File: config.mk
export PLATFORM = sky130hd
export DESIGN_NAME = jb_srx_req_sched
export DESIGN_NICKNAME = d
export VERILOG_FILES = /design/src/rtl/jb_srx_req_sched.sv
export SDC_FILE = /design/constraint.sdc
export NUM_CORES = 1
export LEC_CHECK = 0
export ABC_AREA = 1
export CORE_ASPECT_RATIO = 1.5
export CORE_MARGIN = 5
export CORE_UTILIZATION = 49
export CTS_CLUSTER_DIAMETER = 40
export CTS_CLUSTER_SIZE = 12
export DETAILED_ROUTE_END_ITERATION = 12
export PLACE_DENSITY = 0.77
export RECOVER_POWER = 50
export SYNTH_ARGS = -nofsm -noshare
export SYNTH_HDL_FRONTEND = slang
export SYNTH_SLANG_ARGS = --single-unit
export TNS_END_PERCENT = 10
File: constraint.sdc
create_clock -name axis_aclk -period 1.8 [get_ports axis_aclk]
set_input_delay 0.27 -clock axis_aclk [delete_from_list [all_inputs] [get_ports axis_aclk]]
set_output_delay 0.27 -clock axis_aclk [all_outputs]
set_load 0.05 [all_outputs]
File: src/rtl/jb_srx_req_sched.sv
// SRX control-stream request scheduler: round-robin antenna/path requests with
// interleaved VSWR rounds, switch confirmation via srx_tuser and beat-counted dwell.
module jb_srx_req_sched #(
   parameter int N_ANTENNAS = 4,
   parameter int MIN_WAIT   = 4
) (
   input  logic                  axis_aclk,
   input  logic                  axis_aresetn,
   input  logic                  enable,
   input  logic [N_ANTENNAS-1:0] ant_mask,
   input  logic [15:0]           dwell_len,
   input  logic [15:0]           settle_timeout,
   input  logic [3:0]            vswr_every,
   output logic                  m_srx_ctrl_tvalid,
   input  logic                  m_srx_ctrl_tready,
   output logic [7:0]            m_srx_ctrl_tdata,
   input  logic [7:0]            srx_tuser,
   input  logic                  srx_tvalid,
   input  logic                  srx_tready,
   output logic [2:0]            cur_ant,
   output logic [3:0]            cur_type,
   output logic                  capture_active,
   output logic                  round_done,
   output logic                  timeout_err,
   output logic [15:0]           timeout_cnt,
   output logic                  busy
);

   typedef enum logic [2:0] {
      S_IDLE,
      S_SELECT,
      S_REQUEST,
      S_WAIT_SWITCH,
      S_DWELL,
      S_RELEASE
   } state_t;

   state_t      state_q, state_d;
   logic [2:0]  cur_ant_q, cur_ant_d;
   logic [3:0]  cur_type_q, cur_type_d;
   logic [2:0]  last_ant_q, last_ant_d;
   logic [3:0]  round_cnt_q, round_cnt_d;
   logic [15:0] wait_cnt_q, wait_cnt_d;
   logic [15:0] beat_cnt_q, beat_cnt_d;
   logic [15:0] timeout_cnt_q, timeout_cnt_d;
   logic        round_done_q, round_done_d;

   logic [2:0]  low_ant, after_ant, high_ant, pick_ant;
   logic        has_after, has_any;
   logic        match, beat;
   logic [15:0] dwell_last;
   logic        unused_tuser;

   assign unused_tuser = ^srx_tuser[7:3];

   // Next pick is the first enabled antenna above last_ant, else wrap to the lowest.
   always_comb begin
      low_ant   = '0;
      after_ant = '0;
      high_ant  = '0;
      has_after = 1'b0;
      has_any   = 1'b0;
      for (int k = 0; k < N_ANTENNAS; k++) begin
         if (ant_mask[k]) begin
            if (!has_any) low_ant = 3'(k);
            if (!has_after && (3'(k) > last_ant_q)) begin
               after_ant = 3'(k);
               has_after = 1'b1;
            end
            has_any  = 1'b1;
            high_ant = 3'(k);
         end
      end
      pick_ant = has_after ? after_ant : low_ant;
   end

   assign match      = (srx_tuser[2:0] == cur_ant_q) && (wait_cnt_q >= 16'(MIN_WAIT));
   assign beat       = srx_tvalid & srx_tready;
   assign dwell_last = (dwell_len == 16'd0) ? 16'd0 : dwell_len - 16'd1;

   always_comb begin
      state_d           = state_q;
      cur_ant_d         = cur_ant_q;
      cur_type_d        = cur_type_q;
      last_ant_d        = last_ant_q;
      round_cnt_d       = round_cnt_q;
      wait_cnt_d        = wait_cnt_q;
      beat_cnt_d        = beat_cnt_q;
      timeout_cnt_d     = timeout_cnt_q;
      round_done_d      = 1'b0;
      timeout_err       = 1'b0;
      m_srx_ctrl_tvalid = 1'b0;
      m_srx_ctrl_tdata  = 8'h00;
      case (state_q)
         S_IDLE: begin
            if (enable && (ant_mask != '0)) state_d = S_SELECT;
         end
         S_SELECT: begin
            if (!enable || (ant_mask == '0)) begin
               state_d    = S_RELEASE;
               cur_type_d = 4'hF;
            end else begin
               cur_ant_d  = pick_ant;
               cur_type_d = ((vswr_every != 4'd0) && (round_cnt_q == vswr_every)) ? 4'h2 : 4'h0;
               state_d    = S_REQUEST;
            end
         end
         S_REQUEST: begin
            m_srx_ctrl_tvalid = 1'b1;
            m_srx_ctrl_tdata  = {cur_type_q, 1'b0, cur_ant_q};
            if (m_srx_ctrl_tready) begin
               state_d    = S_WAIT_SWITCH;
               wait_cnt_d = 16'd0;
            end
         end
         S_WAIT_SWITCH: begin
            wait_cnt_d = (wait_cnt_q == 16'hFFFF) ? wait_cnt_q : wait_cnt_q + 16'd1;
            if (match) begin
               state_d    = S_DWELL;
               beat_cnt_d = 16'd0;
            end else if ((settle_timeout != 16'd0) && (wait_cnt_q == settle_timeout)) begin
               timeout_err   = 1'b1;
               timeout_cnt_d = (timeout_cnt_q == 16'hFFFF) ? timeout_cnt_q : timeout_cnt_q + 16'd1;
               last_ant_d    = cur_ant_q;
               if (enable) begin
                  state_d = S_SELECT;
               end else begin
                  state_d    = S_RELEASE;
                  cur_type_d = 4'hF;
               end
            end
         end
         S_DWELL: begin
            if (beat) begin
               if (beat_cnt_q == dwell_last) begin
                  last_ant_d = cur_ant_q;
                  // The round ends on the highest enabled antenna; a VSWR round restarts the count.
                  if (has_any && (cur_ant_q == high_ant)) begin
                     round_done_d = 1'b1;
                     if (cur_type_q == 4'h2) round_cnt_d = 4'd0;
                     else if (round_cnt_q != 4'hF) round_cnt_d = round_cnt_q + 4'd1;
                  end
                  if (enable) begin
                     state_d = S_SELECT;
                  end else begin
                     state_d    = S_RELEASE;
                     cur_type_d = 4'hF;
                  end
               end else begin
                  beat_cnt_d = beat_cnt_q + 16'd1;
               end
            end
         end
         S_RELEASE: begin
            m_srx_ctrl_tvalid = 1'b1;
            m_srx_ctrl_tdata  = 8'hF0;
            if (m_srx_ctrl_tready) state_d = S_IDLE;
         end
         default: state_d = S_IDLE;
      endcase
   end

   always_ff @(posedge axis_aclk or negedge axis_aresetn) begin
      if (!axis_aresetn) begin
         state_q       <= S_IDLE;
         cur_ant_q     <= '0;
         cur_type_q    <= '0;
         last_ant_q    <= 3'(N_ANTENNAS - 1);
         round_cnt_q   <= '0;
         wait_cnt_q    <= '0;
         beat_cnt_q    <= '0;
         timeout_cnt_q <= '0;
         round_done_q  <= 1'b0;
      end else begin
         state_q       <= state_d;
         cur_ant_q     <= cur_ant_d;
         cur_type_q    <= cur_type_d;
         last_ant_q    <= last_ant_d;
         round_cnt_q   <= round_cnt_d;
         wait_cnt_q    <= wait_cnt_d;
         beat_cnt_q    <= beat_cnt_d;
         timeout_cnt_q <= timeout_cnt_d;
         round_done_q  <= round_done_d;
      end
   end

   assign cur_ant        = cur_ant_q;
   assign cur_type       = cur_type_q;
   assign capture_active = (state_q == S_DWELL);
   assign round_done     = round_done_q;
   assign timeout_cnt    = timeout_cnt_q;
   assign busy           = (state_q != S_IDLE);

endmodule

==> run_results.csv <==
group,metric,value,unit
run_status,status,"complete, but fails checks",
final_layout,area_growth,56.3,%
global_routing,grt_usage,0.280,
sta,final_max_slew_viol_count,0,
final_layout,fin_area,8280,um^2
worst_setup_path,start_kind,"flip-flop",
detailed_routing,wl,20.1,mm
final_layout,utilization,0.782,
worst_setup_path,crit_end,"timeout_err",
placed_design,dp_hpwl,12.7,mm
logic_synthesis,yosys_warnings,0,
cts,cts_tree,"yes",
logic_synthesis,ys_seq_elements,62,
worst_setup_path,critical_path.max_fanout,4,
cts,clk_latency,340,ps
sta,fin_skew,6.96,ps
sta,rsz0062_at_grt,"yes",
detailed_routing,drc,0,
cts,h-tree-depth,3,
run_status,violations,"negative setup slack",
logic_synthesis,synth-edff-count,0,
sta,tightest_slew,918,ps
detailed_routing,ant_nets,0,
worst_setup_path,end_kind,"output pin",
global_routing,grt_first_pass_wirelength,28.9,mm
job,maxCapViolations,0,
logic_synthesis,synth_area,5300,um^2
die,initial_core_util,0.500,
worst_setup_path,arrival,2170,ps
global_routing,grt_pass1_vias,6538,
worst_setup_path,rrSetupSlack,-590,ps
pwr,p_per_area,933,nW/um^2
cts,root_buffer,"clkbuf_16",
final_layout,n_fill_cell,691,
sta,max_freq,0.409,GHz
global_routing,grt_max_degree,63,
final_layout,multiInputGateArea,3750,um^2
pwr,p_sw_frac,0.435,
sta,layout_setup_ws,-643,ps
die,die_h,137,um
detailed_routing,vias,6691,
worst_setup_path,crit_start,"wait_cnt_q[9]",
final_layout,seq_area,1560,um^2
sta,setup_viol,62,
worst_setup_path,reg2reg_to,"timeout_cnt[6]",
global_routing,antenna_found_initial,0,
logic_synthesis,syn_inst,803,
die,core_region_area,10600,um^2
pwr,p_switching,0.00337,W
pwr,pwr-share-seq,0.241,
pwr,ir_drop,1.39,mV
sta,period_needed,2440,ps
worst_hold_path,worst_hold_path_type,"flip-flop to flip-flop",
pwr,power_frac_comb,0.530,
final_layout,drive_gt1_frac,0.348,
sta,slew_headroom,0.388,
worst_setup_path,r2r-start,"wait_cnt_q[9]",
sta,post-route-period-util,1.36,
final_layout,diodes,0,
cts,clkTransAtPathRegs,50,ps
pwr,cellLeakagePower,4.00,nW
worst_setup_path,critPathKind,"flip-flop to output pin",
final_layout,fin_nets,1099,
placed_design,place.port_buffers,81,
logic_synthesis,avgSynthCellArea,6.60,um^2
logic_synthesis,seq_area_frac_synth,0.293,
global_routing,overflow,0,
pwr,p_int,0.00436,W
detailed_routing,wl_per_cell,16.9,um
logic_synthesis,synth_ff_type,"dfrtp_1",
logic_synthesis,synthArstFlopShare,1.00,
placed_design,gp_congestion,0.939,
die,dieArea,13000,um^2
worst_setup_path,reg2reg_depth,9,
die,pin_count,90,
cts,cts_buffer_depth,2,
logic_synthesis,synth_cell_types,44,
worst_setup_path,cp.required,1530,ps
die,fp.dieW,94.9,um
pwr,clockPowerShare,0.229,
detailed_routing,dr.first_iter.drc_count,531,
cts,cts_made_buffers,9,
detailed_routing,vias_per_cell,5.63,
die,placementRows,46,
sta,final-hold-violation-count,0,
detailed_routing,drt-pass1-iter-count,5,
cts,clock-sinks,62,
placed_design,dpl_cell_area,7290,um^2
## state kept, by name, indices dropped and copies added, names as in the netlist
signal	cells
timeout_cnt	16
cur_type	2
round_done	1
state_q	3
beat_cnt_q	16
wait_cnt_q	16
cur_ant	2
round_cnt_q	4
last_ant_q	2
## power groups by stage
stage	clock network, W	registers (W)	logic (W)
6_report	0.00177	0.00186	0.00410
5_1_grt	0.00183	0.00188	0.00434
4_1_cts	0.00177	0.00181	0.00364
3_3_place_gp	0	0.00183	0.00335
2_1_floorplan	0	0.00195	0.00171
3_5_place_dp	0	0.00182	0.00339
## layer usage
| layer | GRT usage | share of wire | vias to the layer above | routed length [um] |
|---|---|---|---|---|
| li1 | - | - | 3085 | - |
| met1 | 0.277 | 0.33 | 3079 | 6650 |
| met2 | 0.525 | 0.52 | 376 | 10500 |
| met3 | 0.0481 | 0.065 | 151 | 1310 |
| met4 | 0.177 | 0.081 | 0 | 1630 |
| met5 | 0 | 0 | - | 0 |
## cells by family (layout without fill, tap and decap cells)
| kind of cell | after synthesis | count (layout) | share of synthesized area |
|---|---|---|---|
| other | 1 | 3 | 0.000708 |
| buffers and inverters | 119 | 358 | 0.0963 |
| xor gates and xnor gates | 52 | 52 | 0.0860 |
| AOI/OAI and AO/OA | 52 | 52 | 0.0562 |
| and+or+nand+nor | 511 | 511 | 0.453 |
| adders and majority gates | 6 | 6 | 0.0142 |
| DFF | 62 | 62 | 0.293 |
## cell usage in the layout (no fill, tap or decap), types with 16 or more instances in the layout
cell type and n:
xor2_1 36, buf_4 164, nand4_1 34, nand2_1 181
nor2_4 21, buf_2 16, nand3_1 78, o21ai_0 19
nor2_2 24, nand2_2 24, clkdlybuf4s50_1 31, nor2_1 74
dfrtp_1 57, inv_1 88
## synth_stat cells (6+ instances only)
| master | number | area [um^2] |
|---|---|---|
| dfrtp_1 | 60 | 1500 |
| o21ai_0 | 26 | 130 |
| nor4_1 | 17 | 106 |
| xor2_1 | 39 | 342 |
| buf_4 | 7 | 52.6 |
| nand2_2 | 9 | 56.3 |
| ha_1 | 6 | 75.1 |
| xnor2_1 | 13 | 114 |
| nor2_1 | 105 | 394 |
| nand3_1 | 88 | 440 |
| nand3_2 | 7 | 70.1 |
| buf_2 | 6 | 30.0 |
| nand4_1 | 34 | 213 |
| inv_1 | 96 | 360 |
| nand2_1 | 202 | 758 |
| a21oi_1 | 14 | 70.1 |
| nor3_1 | 17 | 85.1 |
| nor2_2 | 10 | 62.6 |
## stage by stage
step | hold WS, ps | total power [W] | setup TNS (ps) | instances | setup slack [ps]
after detailed placement | 307 | 0.00521 | -31730 | 1147 | -979
after CTS | 487 | 0.00722 | -4940 | 1179 | -403
after floorplan | -25.6 | 0.00366 | -7350 | 805 | -287
after global placement | 306 | 0.00518 | -29830 | 1147 | -902
after global routing | 515 | 0.00805 | -22430 | 1188 | -691
final | 502 | 0.00773 | -15900 | 1188 | -643
## worst min path at each step
stage | startpoint | slack, ps | cells past startpoint | endpoint
6_report | last_ant_q[1] | 500 | 2 | last_ant_q[1]
5_1_grt | last_ant_q[1] | 510 | 2 | last_ant_q[1]
4_1_cts | axis_aresetn | 490 | 3 | beat_cnt_q[3]
3_5_place_dp | axis_aresetn | 310 | 2 | wait_cnt_q[11]
3_3_place_gp | axis_aresetn | 310 | 2 | wait_cnt_q[9]
2_1_floorplan | axis_aresetn | -30 | 0 | beat_cnt_q[0]
## cell type report
class,count,share of cell area
timing repair buffer,241,0.254
inverter,100,0.0459
timing repair inverter,1,0.000906
tap,144,0.0218
sequential,62,0.188
clock buffer,11,0.0293
clock inverter,5,0.00710
multi-input combinational,624,0.453
## worst max-delay path, stage by stage (launching register included)
cell and delay (ps):
dfrtp_1 430, nor4_1 510, nand3_1 160, nand2_1 160, nand2_1 130, buf_4 170, nor2_4 130, buf_12 150
## what timing repair did
action / 4_1_cts / 5_1_grt
resized for setup: 146 / 61
hold endpoints to repair: 60 / 0
setup buffers: 13 / 8
hold buffers: 1 / 0
pin swaps: 45 / 21
gates cloned: 2 / 1
endpoints found under the setup margin: 61 / 68
No activity file was read; power rests on OpenSTA's default activity.
